==> src/rtl/fetch.sv <==
// Instruction fetch unit: reads 32-bit or 64-bit instructions over a
// classic cyc/stb/ack bus and presents them to the decode stage.
// A first word with bit 0 set means a second word follows.
// Optional build macro: BEXKAT1_FETCH_TIMEOUT_EN adds a bus watchdog that
// abandons an access after TIMEOUT cycles without ack. When it fires, the
// unit raises fault_o and halts.
module fetch #(
  parameter logic [31:0] RESET_PC = 32'h0,
  parameter int          TIMEOUT  = 255
) (
  input  logic        clk_i,
  input  logic        rst_i,
  input  logic        pc_set_i,
  input  logic [31:0] pc_i,
  input  logic        stall_i,
  input  logic        halt_i,
  output logic        bus_cyc_o,
  output logic        bus_stb_o,
  output logic [31:0] bus_adr_o,
  input  logic        bus_ack_i,
  input  logic [31:0] bus_dat_i,
  output logic [63:0] ir_o,
  output logic [31:0] pc_o,
  output logic        valid_o,
  output logic        halt_o,
  output logic        fault_o
);

  typedef enum logic [2:0] {
    S_FETCH1,
    S_FETCH2,
    S_HOLD,
    S_DRAIN,
    S_HALT
  } state_t;

  // The watchdog counter is 8 bits wide, so TIMEOUT must fit in 1..255.
  if (TIMEOUT < 1 || TIMEOUT > 255) begin : g_timeout_range
    $error("fetch: TIMEOUT must be in 1..255");
  end

  state_t      state_q, state_d;
  logic [31:0] adr_q;
  logic [31:0] drain_adr_q;
  logic [63:0] ir_q;
  logic [31:0] pc_q;
  logic        halt_pend_q;

  logic        access;
  logic        halt_req;
  logic        issue;
  logic [31:0] issue_adr;
  logic [31:0] adr_inc;
  logic [31:0] pc_set_adr;
  logic        tmo_hit;

  assign access     = (state_q == S_FETCH1) || (state_q == S_FETCH2) || (state_q == S_DRAIN);
  assign halt_req   = halt_i | halt_pend_q;
  assign adr_inc    = adr_q + 32'd4;
  assign pc_set_adr = {pc_i[31:2], 2'b00};

`ifdef BEXKAT1_FETCH_TIMEOUT_EN
  logic [7:0] tmo_cnt_q;
  logic       fault_q;

  assign tmo_hit = access && !bus_ack_i && (tmo_cnt_q == 8'(TIMEOUT - 1));

  // Count cycles spent waiting on one access. A redirect into DRAIN keeps
  // counting because the access is still the same one.
  always_ff @(posedge clk_i) begin
    if (rst_i) begin
      tmo_cnt_q <= 8'd0;
      fault_q   <= 1'b0;
    end else begin
      if (!access || bus_ack_i)
        tmo_cnt_q <= 8'd0;
      else
        tmo_cnt_q <= tmo_cnt_q + 8'd1;
      if (tmo_hit)
        fault_q <= 1'b1;
    end
  end
`else
  assign tmo_hit = 1'b0;
`endif

  // State register.
  always_ff @(posedge clk_i) begin
    if (rst_i)
      state_q <= S_FETCH1;
    else
      state_q <= state_d;
  end

  // Next state. Also computes whether a new access starts next cycle, and
  // at which address.
  always_comb begin
    state_d   = state_q;
    issue     = 1'b0;
    issue_adr = adr_q;
    case (state_q)
      S_FETCH1, S_FETCH2: begin
        if (tmo_hit) begin
          state_d = S_HALT;
        end else if (bus_ack_i) begin
          if (halt_req) begin
            state_d = S_HALT;
          end else if (pc_set_i) begin
            state_d   = S_FETCH1;
            issue     = 1'b1;
            issue_adr = pc_set_adr;
          end else if (state_q == S_FETCH1 && bus_dat_i[0]) begin
            state_d   = S_FETCH2;
            issue     = 1'b1;
            issue_adr = adr_inc;
          end else begin
            state_d = S_HOLD;
          end
        end else if (pc_set_i) begin
          state_d = S_DRAIN;
        end
      end
      S_DRAIN: begin
        if (tmo_hit) begin
          state_d = S_HALT;
        end else if (bus_ack_i) begin
          if (halt_req) begin
            state_d = S_HALT;
          end else begin
            state_d   = S_FETCH1;
            issue     = 1'b1;
            issue_adr = pc_set_i ? pc_set_adr : drain_adr_q;
          end
        end
      end
      S_HOLD: begin
        if (halt_i) begin
          state_d = S_HALT;
        end else if (pc_set_i) begin
          state_d   = S_FETCH1;
          issue     = 1'b1;
          issue_adr = pc_set_adr;
        end else if (!stall_i) begin
          state_d   = S_FETCH1;
          issue     = 1'b1;
          issue_adr = pc_q;
        end
      end
      S_HALT: state_d = S_HALT;
      default: state_d = S_HALT;
    endcase
  end

  // Latch a halt request seen mid-access so it takes effect once the ack arrives.
  always_ff @(posedge clk_i) begin
    if (rst_i)
      halt_pend_q <= 1'b0;
    else if (halt_i)
      halt_pend_q <= 1'b1;
  end

  // Bus address, redirect target and instruction/pc capture.
  always_ff @(posedge clk_i) begin
    if (rst_i) begin
      adr_q <= RESET_PC;
      ir_q  <= 64'h0;
      pc_q  <= RESET_PC;
    end else begin
      if (issue)
        adr_q <= issue_adr;
      if (access && pc_set_i && !bus_ack_i)
        drain_adr_q <= pc_set_adr;
      if (state_q == S_FETCH1 && (state_d == S_HOLD || state_d == S_FETCH2))
        ir_q[31:0] <= bus_dat_i;
      if (state_q == S_FETCH1 && state_d == S_HOLD) begin
        ir_q[63:32] <= 32'h0;
        pc_q        <= adr_inc;
      end
      if (state_q == S_FETCH2 && state_d == S_HOLD) begin
        ir_q[63:32] <= bus_dat_i;
        pc_q        <= adr_inc;
      end
    end
  end

  // Outputs. The bus is gated by rst_i so nothing is requested while reset is held.
  always_comb begin
    bus_cyc_o = access & ~rst_i;
    bus_stb_o = access & ~rst_i;
    bus_adr_o = adr_q;
    ir_o      = ir_q;
    pc_o      = pc_q;
    valid_o   = (state_q == S_HOLD);
    halt_o    = (state_q == S_HALT);
`ifdef BEXKAT1_FETCH_TIMEOUT_EN
    fault_o   = fault_q;
`else
    fault_o   = 1'b0;
`endif
  end

endmodule

==> config.mk <==
export PLATFORM = sky130hd
export DESIGN_NAME = fetch
export DESIGN_NICKNAME = d
export VERILOG_FILES = /design/src/rtl/fetch.sv
export SDC_FILE = /design/constraint.sdc
export NUM_CORES = 1
export LEC_CHECK = 0
export ABC_AREA = 0
export ABC_CLOCK_PERIOD_IN_PS = 6600
export BUFFER_PORTS_ARGS = -buffer_cell sky130_fd_sc_hd__buf_2
export CAP_MARGIN = 10
export CORE_MARGIN = 5
export CORE_UTILIZATION = 45
export DETAILED_ROUTE_END_ITERATION = 6
export PLACE_DENSITY = 0.7
export SLEW_MARGIN = 20
export SYNTH_ARGS = -nofsm -noshare
export SYNTH_HDL_FRONTEND = slang
export SYNTH_SLANG_ARGS = --single-unit
==> constraint.sdc <==
create_clock -name clk_i -period 6.6 [get_ports clk_i]
set_clock_uncertainty 0.15 [all_clocks]
set_input_delay 0 -clock clk_i [delete_from_list [all_inputs] [get_ports clk_i]]
set_output_delay 0 -clock clk_i [all_outputs]
set_load 0.05 [all_outputs]
Yosys cells after proc, flatten, opt, wreduce, memory -nomap -nowiden
Cells that the tools add are included.

Bitwise operators: 3. Shifts and indexed selects: 0. $mul: 0. Order comparisons: 0. Divide/modulo/power cells: 0. Add/subtract/negate cells: 1. Multiplexer cells: 36. Reductions and logical operators: 16. Eq/ne operators: 13.

Operators with widths (number): 32-bit two-way mux (14); 32-bit one-hot mux with 3 select lines (1); 32-bit by 3-bit adder with 32-bit output (second input constant) (1); 3-bit two-way mux (8); 2-bit != test (second input constant) (5); 3-bit by 2-bit equality test with 1-bit output (second input constant) (3); 1-bit two-way mux (9); 3-bit one-hot mux with 3 select lines (1); 9-bit AND reduction (1); 3-bit by 1-bit equality test with 1-bit output (second input constant) (2); 1-bit logical AND (6); 3-bit != test (second input constant) (2); 2-bit two-way mux (2); 3-bit equality test (second input constant) (1); 3-bit logical NOT (1); 1-bit logical OR (3); 1-bit one-hot mux with 3 select lines (1); 3-bit nonzero test (1); 2-bit AND reduction (1); 2-bit nonzero test (1); 2-bit OR reduction (1); 1-bit bitwise AND (1); 1-bit logical NOT (1); 1-bit NOT (1); 1-bit bitwise OR (1).

Register bits: 162. Output and inout port bits: 133. Bits in latches: 0. Bits in read-only memories: 0. Input bits: 70. Memories: 0. RAM bits: 0. Logic and storage cells: 76.

Depth between registers and ports, before layout
Gate-level depths: netlist of the first run.

Depth after elaboration: 11. Mapped depth: 8.

Worst setup path after synthesis of the first run
OpenSTA, ideal clock, no wires.

Kind: register -> register. Start point: reg state_q[1]. End point: reg drain_adr_q[10], enable pin. Cell stages (with the launch flop): 4. Arrival time: 3.597 ns. Setup slack: 2.361 ns. Period minus slack after synthesis: 4.239 ns. Setup time: 0.493 ns. Cell sequence: dfxtp_1 > buf_2 > and2b_1 > nor4_1.

Word-level cells in the longest chain between the ends: 6.

Ends and longest elaborated chain: start: declaration (line 42) `state_t state_q, state_d;`; start signal: assignment (line 92) `state_q <= state_d;`; 3-bit by 1-bit equality test with 1-bit output / 3-bit logical NOT (equally long branches) (line 57) `assign access = (state_q == S_FETCH1) || (state_q == S_FETCH2) || (state_q == S_DRAIN);`; 1-bit logical OR (line 57); 1-bit logical OR (*) (line 57); 1-bit logical AND (*) (2 in a row) (line 171) `if (access && pc_set_i && !bus_ack_i)`; 2-bit AND reduction (no line) (*); end signal: assignment (line 172) `drain_adr_q <= pc_set_adr;`; end: declaration (line 44) `logic [31:0] drain_adr_q;`.

Mark *: on every way between the ends. The rest lies on a longest branch, timed or not. A chain may end at the register's enable or synchronous reset.

Final worst setup path of the first run
Start point: reg state_q[1]. End point: reg pc_q[19] (netlist: pc_o[19]).

Word-level cells in the longest chain between the ends: 10.

Ends and longest elaborated chain: 3-bit logical NOT (line 101, 112, 175); 1-bit logical AND (line 112) `end else if (state_q == S_FETCH1 && bus_dat_i[0]) begin`; 2-bit two-way mux (line 112); 2-bit two-way mux (line 108) `end else if (pc_set_i) begin`; 3-bit two-way mux (line 106) `if (halt_req) begin`; 3-bit two-way mux (line 105) `end else if (bus_ack_i) begin`; 3-bit one-hot mux with 3 select lines (line 101) `case (state_q)`; 3-bit by 2-bit equality test with 1-bit output (line 175, 179); 1-bit logical AND, on equally long branches (line 179, 175); 32-bit two-way mux / 2-bit nonzero test (equally long branches); end signal: assignment (line 177) `pc_q <= adr_inc;`; end signal: assignment (line 181) `pc_q <= adr_inc;`; end: declaration (line 46) `logic [31:0] pc_q;`.

Several ways; a longest one is shown, not always the timed one.

==> impl_results.md, run 1 <==
* Post-CTS Resized at 0
* Final setup fails at 0
* Final core utilization at 0.5936
* Clock H-tree levels at 4
* Crit path capture: pc_o[19]
* Min Tclk post-route at about 3400 ps
* CP Capture Type: flip-flop
* RR Startpoint: state_q[1]
* Status: completed
* Final hold violation count at 0
* Simple-Gate Fraction of Synth Area at 0.2134
* Yosys reg bits at 162
* Setup WS post-layout at 3234 ps
* Final HPWL DP at around 14000 um
* Flop pwr share at 0.428
* PD cells at 262.0 nW/um^2
* Antenna Cells at 0
* Maximum achievable frequency at between 0.2 and 0.3 GHz
* Worst Tran Pin Value at 1065 ps
* Crit start category: flip-flop
* Reg clk slew, reported paths at approximately 70 ps
* CTS buffer count at 17
* Rows at between 40 and 50
* Core area at between 15000 and 20000 um^2
* FFs w/ async S/R, synth at 0
* Setup CP Type: flip-flop to flip-flop
* Fin Setup TNS at 0 ps
* Critical-path cell list: or3b_2 > o221ai_2 > o2111a_2 > buf_4 > o21ai_0 > a31oi_1
* Max Cap Violations at 0
* Post-synthesis xor/xnor area fraction at 0.02468
* Max IR drop VDD at between 0.00015 and 0.0002 V
* Slew headroom at 0.2897
* Worst EP required at between 6000 and 7000 ps
* Fin Hold WS at 7.721 ps
* Maximum number of pins on one net before global-route repair at 81
* Largest family of logic cells by synthesized area: simple AND/OR/NAND/NOR gates
* CTS Root Buffer Type: clkbuf_16
* Global placement routability congestion at around 0.8
* Wire per inst at roughly 18 um
* Internal cell power at between 1500 and 2000 uW
* DR vias/cell at 5.598
* Clk pwr share at 0.403
* Number of global-route vias before repair at 6923
* Nets@finish at 1130
* Post-synth EDFFs at 30
* Die height at between 100 and 150 um
* Placed Cells at 1196
* Fin cells at ~1300
* Sw Pwr at a little under 800 uW
* Iter 0 DRT Violations at 553
* Initial antenna violation count at 0
* DP Worst Slack at roughly 3300 ps
* Class of the worst hold path: primary input to flip-flop
* Sw Share at 0.3114
* TritonCTS clock tree: built
* R2r endpoint: pc_o[19]
* Worst reg2reg setup slack at ~3200 ps
* Total Routing Usage GR at 0.2335
* WL final at roughly 23000 um
* Syn_area_per_cell at between 8 and 9 um^2
* Combinational power share at 0.169
* Post-Synth Adder-Cell Area at 0.001679
* Via Count at 7233
* Post-synthesis sequential area ratio at 0.4754
* Post-route ant nets at 0
* Synth Cell Area at between 7000 and 8000 um^2
* Synth Area in Compound Gates at 0.1863
* Synth Flop Type: dfxtp_1
* Final period util at 0.5101
* Area Growth Syn to Fin at 30.67%
* Synthesis warning total at 0
* RSZ-0062 raised after global routing: no
* DRT Pass-1 Iters at 5
* Worst path arrival time at between 3000 and 4000 ps
* Share of cells above drive strength 1 at 0.2463
* Top cell type's share of synthesized area at 0.3545
* CP max-delay cell: buf_4
* Initial Utilization at 0.4543
* Mux contribution to synthesized area at 0.04449
* Worst Path Max Fanout at 70
* Remaining routing DRC violations at 0
* CTS max path bufs at 2
* Crit path from: state_q[1]
* I/O pin total at approximately 200
* Post-Syn Instances at ~840
* Worst path max stage delay at around 660 ps
* Grt ovf at 0
* R2R depth at 6
* Die Area at slightly below 20000 um^2
* Post-synth net total at just over 900
* CTS sink cnt at around 160
* Slew Viols, Final at 0
* Fill cells at roughly 1400
* Synth cell types at between 70 and 80
* Leak Pwr at between 0.003 and 0.004 uW
* Area contributors post-synth: dfxtp_1 (35%), edfxtp_1 (12%), nand2_1 (7.4%)
* Port Buffer Count at just under 200
* Die width at 138.7 um
* Worst-Skew Late Latency at 430 ps
* Area leader, netlist: dfxtp_1
* First-pass GRT wire length at 36870 um
## timing repair
action                                  4_1_cts  5_1_grt
endpoints found under the setup margin        0        0
hold buffers                                 64        0
setup buffers                                 0        0
hold endpoints to repair                    124        0
## cells in the mapped netlist, types with 5 or more instances
library cell	instances
nor3_1	13
xnor2_1	15
dfxtp_1	132
a222oi_1	10
or3_1	6
a311oi_1	8
nand2b_1	5
xor2_1	6
o31a_1	5
nand4_1	9
nor4_1	12
nand3_1	46
clkbuf_1	42
and3_1	5
nor3b_1	6
a211oi_1	20
a2111oi_0	5
buf_1	5
nor2_1	48
inv_1	7
edfxtp_1	30
nand2_1	147
a21oi_1	64
a31oi_1	5
buf_2	15
nor2b_1	5
buf_4	9
o21ai_0	54
a221oi_1	5
mux2i_1	32
## how the worst min path moves through the flow
stage / endpoint / cells after the start / from
final: drain_adr_q[29] / 3 / rst_i
after global routing: drain_adr_q[29] / 3 / rst_i
after CTS: drain_adr_q[29] / 3 / rst_i
after detailed placement: drain_adr_q[11] / 1 / pc_i[11]
after global placement: drain_adr_q[12] / 1 / pc_i[12]
after floorplan: drain_adr_q[10] / 0 / pc_i[10]
## flip-flops by register name (all words and copies together), names as in the netlist
signal and count:
drain_adr_q 30, pc_o 32, bus_adr_o 32, state_q 3, ir_o 64, halt_pend_q 1
## cell families (layout without fill, tap and decap cells)
kind of cell / after synthesis / in the layout
DFF: 162 / 162
and+or+nand+nor: 327 / 327
AOI/OAI and AO/OA: 212 / 212
adders and majority gates: 1 / 1
muxes: 33 / 33
xor gates and xnor gates: 21 / 21
other: 1 / 1
buffers and inverters: 84 / 315
## through the flow
| step | area (um^2) | total power (uW) |
|---|---|---|
| after floorplan | 7453 | 1399 |
| after global placement | 8487 | 1507 |
| after detailed placement | 8487 | 1512 |
| after CTS | 9739 | 2567 |
| after global routing | 9739 | 2645 |
| final | 9739 | 2552 |
## routing by layer
metal / share of wire / up-vias / track usage
met3: 0.081 / 48 / 0.07034
li1: - / 3492 / -
met1: 0.43 / 3377 / 0.2992
met5: 0 / - / 0
met2: 0.46 / 316 / 0.3715
met4: 0.030 / 0 / 0.09217
## layout make-up
| type | instances | area (um^2) | area share |
|---|---|---|---|
| Timing Repair Buffer | 275 | 1727 | 0.1773 |
| Multi-Input combinational cell | 595 | 3552 | 0.3647 |
| Inverter | 8 | 30.03 | 0.003083 |
| Clock buffer | 17 | 425.4 | 0.04368 |
| Clock inverter | 15 | 186.4 | 0.01914 |
| Sequential cell | 162 | 3543 | 0.3638 |
| Tap cell | 220 | 275.3 | 0.02826 |
## worst max-delay path: cells and delay by family, from the launching register on
family,cells,cell delay (ps)
AOI/OAI and AO/OA,4,1200
buffers and inverters,1,660
DFF,1,590
and+or+nand+nor,1,640
## layout by cell type, fill, tap and decap left out, types with 4 or more instances in the layout
| cell type | n |
|---|---|
| buf_2 | 199 |
| nand2_1 | 147 |
| dfxtp_1 | 132 |
| a21oi_1 | 64 |
| dlygate4sd3_1 | 64 |
| o21ai_0 | 54 |
| nor2_1 | 48 |
| nand3_1 | 46 |
| mux2i_1 | 32 |
| edfxtp_1 | 30 |
| a211oi_1 | 20 |
| clkbuf_16 | 17 |
| xnor2_1 | 15 |
| nor3_1 | 13 |
| buf_4 | 12 |
| nor4_1 | 11 |
| a222oi_1 | 10 |
| nand4_1 | 9 |
| a311oi_1 | 8 |
| inv_1 | 7 |
| xor2_1 | 6 |
| or3_1 | 6 |
| nor3b_1 | 6 |
| nand2b_1 | 5 |
| nor2b_1 | 5 |
| and3_1 | 5 |
| o31a_1 | 5 |
| a2111oi_0 | 5 |
| a31oi_1 | 5 |
| a221oi_1 | 5 |
| inv_6 | 5 |
| and2_1 | 4 |
| o211ai_1 | 4 |
| a221o_1 | 4 |
## power groups by stage
stage | sequential, uW | clock, uW | combinational (uW)
6_report | 1090 | 1030 | 430
5_1_grt | 1100 | 1090 | 458
4_1_cts | 1090 | 1050 | 430
3_5_place_dp | 1110 | 0 | 399
3_3_place_gp | 1110 | 0 | 395
2_1_floorplan | 1230 | 0 | 166
Power figures use the tool's default switching activity.
==> run 2, diff against run 1 <==
- ABC_CLOCK_PERIOD_IN_PS: 6600 -> 2700
- PLACE_DENSITY: 0.7 -> 0.73
- clock period: 6.6 -> 2.7 ns (I/O delays scaled with it)
==> run 2 against run 1 <==
  * The flow now finishes with violations (design-rule violations)
  * Register-to-register slack worse by 3100 ps
  * First-iteration DRC count rose by 15%
  * Setup slack got worse by 3100 ps
  * Critical path type unchanged
  * Largest cell class unchanged
==> impl_results.md, run 2 (synthesis results as in run 1) <==
* Status: finished, violations left (was completed)
* Core area at 16410 um^2 (unchanged)
* CTS Root Buffer Type: clkbuf_16 (unchanged)
* Total Routing Usage GR at 0.2360 (was 0.2335)
* Class of the worst hold path: primary input to flip-flop (unchanged)
* Sw Share at 0.3151 (was 0.3114)
* Die Area at 19240 um^2 (unchanged)
* Rows at 47 (unchanged)
* Worst EP required at 2850 ps (was 6810 ps)
* Failing checks: design-rule violations
* First-pass GRT wire length at 37050 um (was 36870 um)
* Iter 0 DRT Violations at 637 (was 553)
* Total power at 6183 uW (was 2552 uW)
* Number of global-route vias before repair at 6969 (was 6923)
* Final setup fails at 0 (unchanged)
* Reg clk slew, reported paths at 70 ps (about the same)
* Fin cells at 1320 (was 1292)
* Clk pwr share at 0.392 (was 0.403)
* Final period util at 0.9528 (was 0.5101)
* Initial antenna violation count at 1 (was 0)
* Sw Pwr at 1948 uW (was 794.6 uW)
* Placed Cells at 1221 (was 1196)
* CTS buffer count at 17 (unchanged)
* Wire per inst at 17.66 um (was 17.93 um)
* Final HPWL DP at 15490 um (was 14500 um)
* Max reg flops at 64 (unchanged)
* Via Count at 7333 (was 7233)
* Crit start category: flip-flop (unchanged)
* WL final at 23310 um (was 23170 um)
* Max IR drop VDD at 0.0004350 V (was 0.0001873 V)
* Share of cells above drive strength 1 at 0.2639 (was 0.2463)
* Fin Setup TNS at 0 ps (unchanged)
* CP Capture Type: flip-flop (unchanged)
* Post-route ant nets at 0 (unchanged)
* Most frequent cells in the layout: buf_2 (199), nand2_1 (147), dfxtp_1 (131) (was buf_2 (199), nand2_1 (147), dfxtp_1 (132))
* TritonCTS clock tree: built (unchanged)
* Remaining routing DRC violations at 1 (was 0)
* Combinational power share at 0.177 (was 0.169)
* DR vias/cell at 5.555 (was 5.598)
* Slew Viols, Final at 0 (unchanged)
* Area Growth Syn to Fin at 33.96% (was 30.67%)
* Internal cell power at 4235 uW (was 1757 uW)
* Most Crowded Layer GR: met2 (unchanged)
* Die height at 138.7 um (unchanged)
* Worst Tran Pin Value at 826.1 ps (was 1065 ps)
* Port Buffer Count at 199 (unchanged)
* Most common cell after layout, fill and taps aside: buf_2 (unchanged)
* Grt ovf at 0 (unchanged)
* Global placement routability congestion at 0.8603 (was 0.7849)
* Leak Pwr at 0.003950 uW (was 0.003814 uW)
* Min Tclk post-route at 2573 ps (was 3366 ps)
* Global Route met3 Usage at 0.06690 (was 0.07034)
* Setup CP Type: flip-flop to flip-flop (unchanged)
* CTS max path bufs at 2 (unchanged)
* Flop pwr share at 0.431 (was 0.428)
* Slew headroom at 0.4484 (was 0.2897)
* Worst-Skew Late Latency at 430 ps (about the same)
* CTS sink cnt at 162 (unchanged)
* Clock H-tree levels at 4 (unchanged)
* Max Cap Violations at 0 (unchanged)
* RSZ-0062 raised after global routing: no (unchanged)
* DRT Pass-1 Iters at 7 (was 5)
* Maximum number of pins on one net before global-route repair at 61 (was 81)
* Worst Path Max Fanout at 60 (was 70)
* Initial Utilization at 0.4543 (unchanged)
* Final hold violation count at 0 (unchanged)
* I/O pin total at 203 (unchanged)
* Die width at 138.7 um (unchanged)
* Nets@finish at 1157 (was 1130)
* Maximum achievable frequency at 0.3887 GHz (was 0.2971 GHz)
* Worst path arrival time at 2720 ps (was 3580 ps)
* Met2 usage at 0.3844 (was 0.3715)
* Grt met1 use at 0.2996 (was 0.2992)
* PD cells at 619.3 nW/um^2 (was 262.0 nW/um^2)
## run 2: critical path, cell delays in order, from the launching register on
cell and delay [ps]:
dfxtp_1 420, buf_4 220, or4b_1 510, nand4bb_2 360, o2111a_2 270, buf_12 200, o21ai_0 220, a31oi_1 80
## run 2: metrics by stage
step	area (um^2)	setup slack, ps	utilization	hold WS (ps)
after floorplan	7470	14.54	-	-51.13
after global routing	9985	3.085	0.6086	30.85
after global placement	8735	233.9	0.5324	42.10
after detailed placement	8735	205.2	0.5324	45.29
after CTS	9982	140.1	0.6084	3.566
final	9985	127.4	0.6086	13.98
## run 2: power by group through the flow
stage                     clock (uW)  combinational [uW]  sequential, uW
after CTS                       2460                1090            2660
after global placement             0                1000            2710
after detailed placement           0                1010            2710
after global routing            2580                1160            2680
after floorplan                    0                 408            3010
final                           2420                1100            2660
## run 2: final cells by class
class / count / area (um^2)
Fill cell: 1377 / 6422
Multi-Input combinational cell: 595 / 3561
Sequential cell: 162 / 3545
Timing Repair Buffer: 302 / 1984
Clock buffer: 17 / 425.4
Tap cell: 220 / 275.3
Clock inverter: 15 / 161.4
Inverter: 8 / 30.03
Antenna cell: 1 / 2.502
## run 2: routing by layer
| layer | vias to the layer above | share of wire | wire, um |
|---|---|---|---|
| li1 | 3543 | - | - |
| met1 | 3425 | 0.42 | 9808 |
| met2 | 310 | 0.47 | 10970 |
| met3 | 55 | 0.078 | 1807 |
| met4 | 0 | 0.031 | 721 |
| met5 | - | 0 | 0 |
## run 2: path summary, 6_finish.rpt
check | start | end | slack [ps] | depth (start not counted)
worst max-delay path | state_q[0] | pc_o[24] | 130 | 7
worst min-delay path | rst_i | halt_pend_q | 10 | 3
worst max register to register | state_q[0] | pc_o[24] | 130 | 7
worst min register to register | ir_o[33] | ir_o[33] | 300 | 2
## run 2: timing repair
action / in CTS / in global routing
hold buffers: 66 / 0
endpoints found under the hold margin: 123 / 0
setup buffers: 0 / 0
resized for setup: 0 / 0
==> run 3, diff against run 2 <==
- BUFFER_PORTS_ARGS: -buffer_cell sky130_fd_sc_hd__buf_2 -> not set
- CAP_MARGIN: 10 -> not set
- CORE_UTILIZATION: 45 -> 55
- DONT_BUFFER_PORTS: not set -> 1
==> run 3 against run 2 <==
  * The run now ends clean
  * Non-clock buffer count decreased by 160
  * Maximum frequency up 2.3%
  * First-iteration DRC count is 4.1% higher
  * Flip-flop and latch count unchanged
  * Global-route usage up 5.4 points
  * Sequential share of layout area rose by 2.4 points
  * Critical path depth stayed put
  * Register-to-register slack better by 60 ps
  * Power rose by 0.90%
==> impl_results.md, run 3 (synthesis results as in run 1) <==
* Via Count at 7100 (was 7333)
* Routed met3 length at 2640 um (was 1807 um)
* Worst reg2reg setup slack at 180 ps (was 130 ps)
* Crit path from: state_q[0] (unchanged)
* RR Startpoint: state_q[0] (unchanged)
* TritonCTS clock tree: built (unchanged)
* Top sig layer: met4 (unchanged)
* DR vias/cell at 6.345 (was 5.555)
* Number of global-route vias before repair at 7075 (was 6969)
* RSZ-0062 raised after global routing: no (unchanged)
* Worst path max stage delay at 580 ps (was 510 ps)
* Status: completed (was finished, violations left)
* I/O pin total at 203 (unchanged)
* Class of the worst hold path: primary input to flip-flop (unchanged)
* Leak Pwr at 0.003206 uW (was 0.003950 uW)
* Remaining routing DRC violations at 0 (was 1)
* Critical-path cell list: buf_4 > nand2b_1 > a211oi_1 > nand2_1 > o21ai_0 > a21oi_1 > dlygate4sd3_1 (was buf_4 > or4b_1 > nand4bb_2 > o2111a_2 > buf_12 > o21ai_0 > a31oi_1)
* Worst Tran Pin Value at 792.7 ps (was 826.1 ps)
* Fin Setup TNS at 0 ps (unchanged)
* Die width at 126.4 um (was 138.7 um)
* Wire per inst at 21.58 um (was 17.66 um)
* Worst EP required at 2870 ps (was 2850 ps)
* Placed Cells at 1007 (was 1221)
* Global placement routability congestion at 0.9030 (was 0.8603)
* WL met1 at 9189 um (was 9808 um)
* Die height at 126.4 um (was 138.7 um)
* CTS max path bufs at 2 (unchanged)
* Crit path capture: bus_adr_o[1] (was pc_o[24])
* Slew Viols, Final at 0 (unchanged)
* Crit start category: flip-flop (unchanged)
* Initial Utilization at 0.5628 (was 0.4543)
* Setup CP Type: flip-flop to flip-flop (unchanged)
* R2r endpoint: bus_adr_o[1] (was pc_o[24])
* Max IR drop VDD at 0.0004449 V (was 0.0004350 V)
* Fin cells at 1119 (was 1320)
* Rows at 42 (was 47)
* Max Cap Violations at 0 (unchanged)
* Port Buffer Count at 0 (was 199)
* Core area at 13240 um^2 (was 16410 um^2)
* Maximum achievable frequency at 0.3975 GHz (was 0.3887 GHz)
* WL final at 24140 um (was 23310 um)
* Reg clk slew, reported paths at 60 ps (was 70 ps)
* Slew headroom at 0.4693 (was 0.4484)
* Fill cells at 1013 (was 1377)
* Area Growth Syn to Fin at 25.47% (was 33.96%)
* CTS Root Buffer Type: clkbuf_16 (unchanged)
* Post-route ant nets at 0 (unchanged)
* PD cells at 667.2 nW/um^2 (was 619.3 nW/um^2)
* Final period util at 0.9317 (was 0.9528)
* Grt ovf at 0 (unchanged)
* Most common cell after layout, fill and taps aside: nand2_1 (was buf_2)
* Final HPWL DP at 15400 um (was 15490 um)
* Total Routing Usage GR at 0.2902 (was 0.2360)
* Final setup fails at 0 (unchanged)
* Initial antenna violation count at 0 (was 1)
* CP max-delay cell: dlygate4sd3_1 (was or4b_1)
* CTS sink cnt at 162 (unchanged)
* R2R depth at 7 (unchanged)
* Postcts setup bufs at 0 (unchanged)
* Clock H-tree levels at 4 (unchanged)
* Worst Path Max Fanout at 10 (was 60)
* Maximum number of pins on one net before global-route repair at 82 (was 61)
* CP Capture Type: flip-flop (unchanged)
* Most frequent cells in the layout: nand2_1 (147), dfxtp_1 (128), dlygate4sd3_1 (72) (was buf_2 (199), nand2_1 (147), dfxtp_1 (131))
* DRT Pass-1 Iters at 5 (was 7)
* Worst path arrival time at 2680 ps (was 2720 ps)
* Final core utilization at 0.7062 (was 0.6086)
* First-pass GRT wire length at 37470 um (was 37050 um)
* CTS buffer count at 17 (unchanged)
* Worst-Skew Late Latency at 430 ps (about the same)
* Min Tclk post-route at 2516 ps (was 2573 ps)
* Nets@finish at 997 (was 1157)
* Die Area at 15980 um^2 (was 19240 um^2)
* Max reg flops at 64 (unchanged)
* Iter 0 DRT Violations at 663 (was 637)
* Share of cells above drive strength 1 at 0.1321 (was 0.2639)
* Final hold violation count at 0 (unchanged)
* Met2 WL at 11580 um (was 10970 um)
## run 3: worst min-delay path by stage
stage                 endpoint  slack (ps)  depth (start not counted)      start
2_1_floorplan  drain_adr_q[10]         -50                          0   pc_i[10]
3_3_place_gp          ir_o[49]         -70                          1      rst_i
3_5_place_dp          ir_o[48]         -70                          1      rst_i
4_1_cts          bus_adr_o[29]         0.6                          4     halt_i
5_1_grt             state_q[1]          30                          4  bus_ack_i
6_report          bus_adr_o[6]          10                          5     halt_i
## run 3: timing repair
item	4_1_cts	5_1_grt
endpoints found under the setup margin	0	25
hold buffers	75	0
gates resized for setup	0	6
hold endpoints to repair	186	0
## run 3: per-layer routing
layer	up-vias	global-route usage
met1	3387	0.3469
met5	-	0
li1	3220	-
met3	63	0.1026
met2	430	0.4630
met4	0	0.1464
## run 3: report_power, final
| group | internal, uW | switching [uW] | total, uW |
|---|---|---|---|
| clock | 1570 | 966 | 2530 |
| combinational | 299 | 503 | 802 |
| sequential | 2570 | 331 | 2900 |
| total | 4440 | 1800 | 6240 |
## run 3: worst max-delay path, delay by kind of cell (launching register included)
family | cells | cell delay [ps]
buffers and inverters | 2 | 760
and+or+nand+nor | 2 | 480
DFF | 1 | 380
AOI/OAI and AO/OA | 3 | 650
## run 3: final cells by class
cell class | count | area [um^2] | area share
multi-input combinational | 595 | 3572 | 0.3820
clock inverter | 10 | 157.7 | 0.01686
antenna | 4 | 10.01 | 0.001070
inverter | 8 | 30.03 | 0.003211
tap | 176 | 220.2 | 0.02355
timing repair buffer | 142 | 1359 | 0.1453
sequential | 162 | 3548 | 0.3794
clock buffer | 22 | 454.2 | 0.04857
## run 3: per-stage QoR
stage / cell area (um^2) / setup slack, ps / total power, uW / hold slack (ps)
finish: 9351 / 184.4 / 6239 / 12.98
global placement: 7915 / 330.7 / 3569 / -72.76
detailed placement: 7915 / 204.5 / 3591 / -70.90
global route: 9341 / 28.65 / 6442 / 31.58
floorplan: 7470 / 14.54 / 3422 / -51.13
CTS: 9305 / 101.7 / 6231 / 0.6088
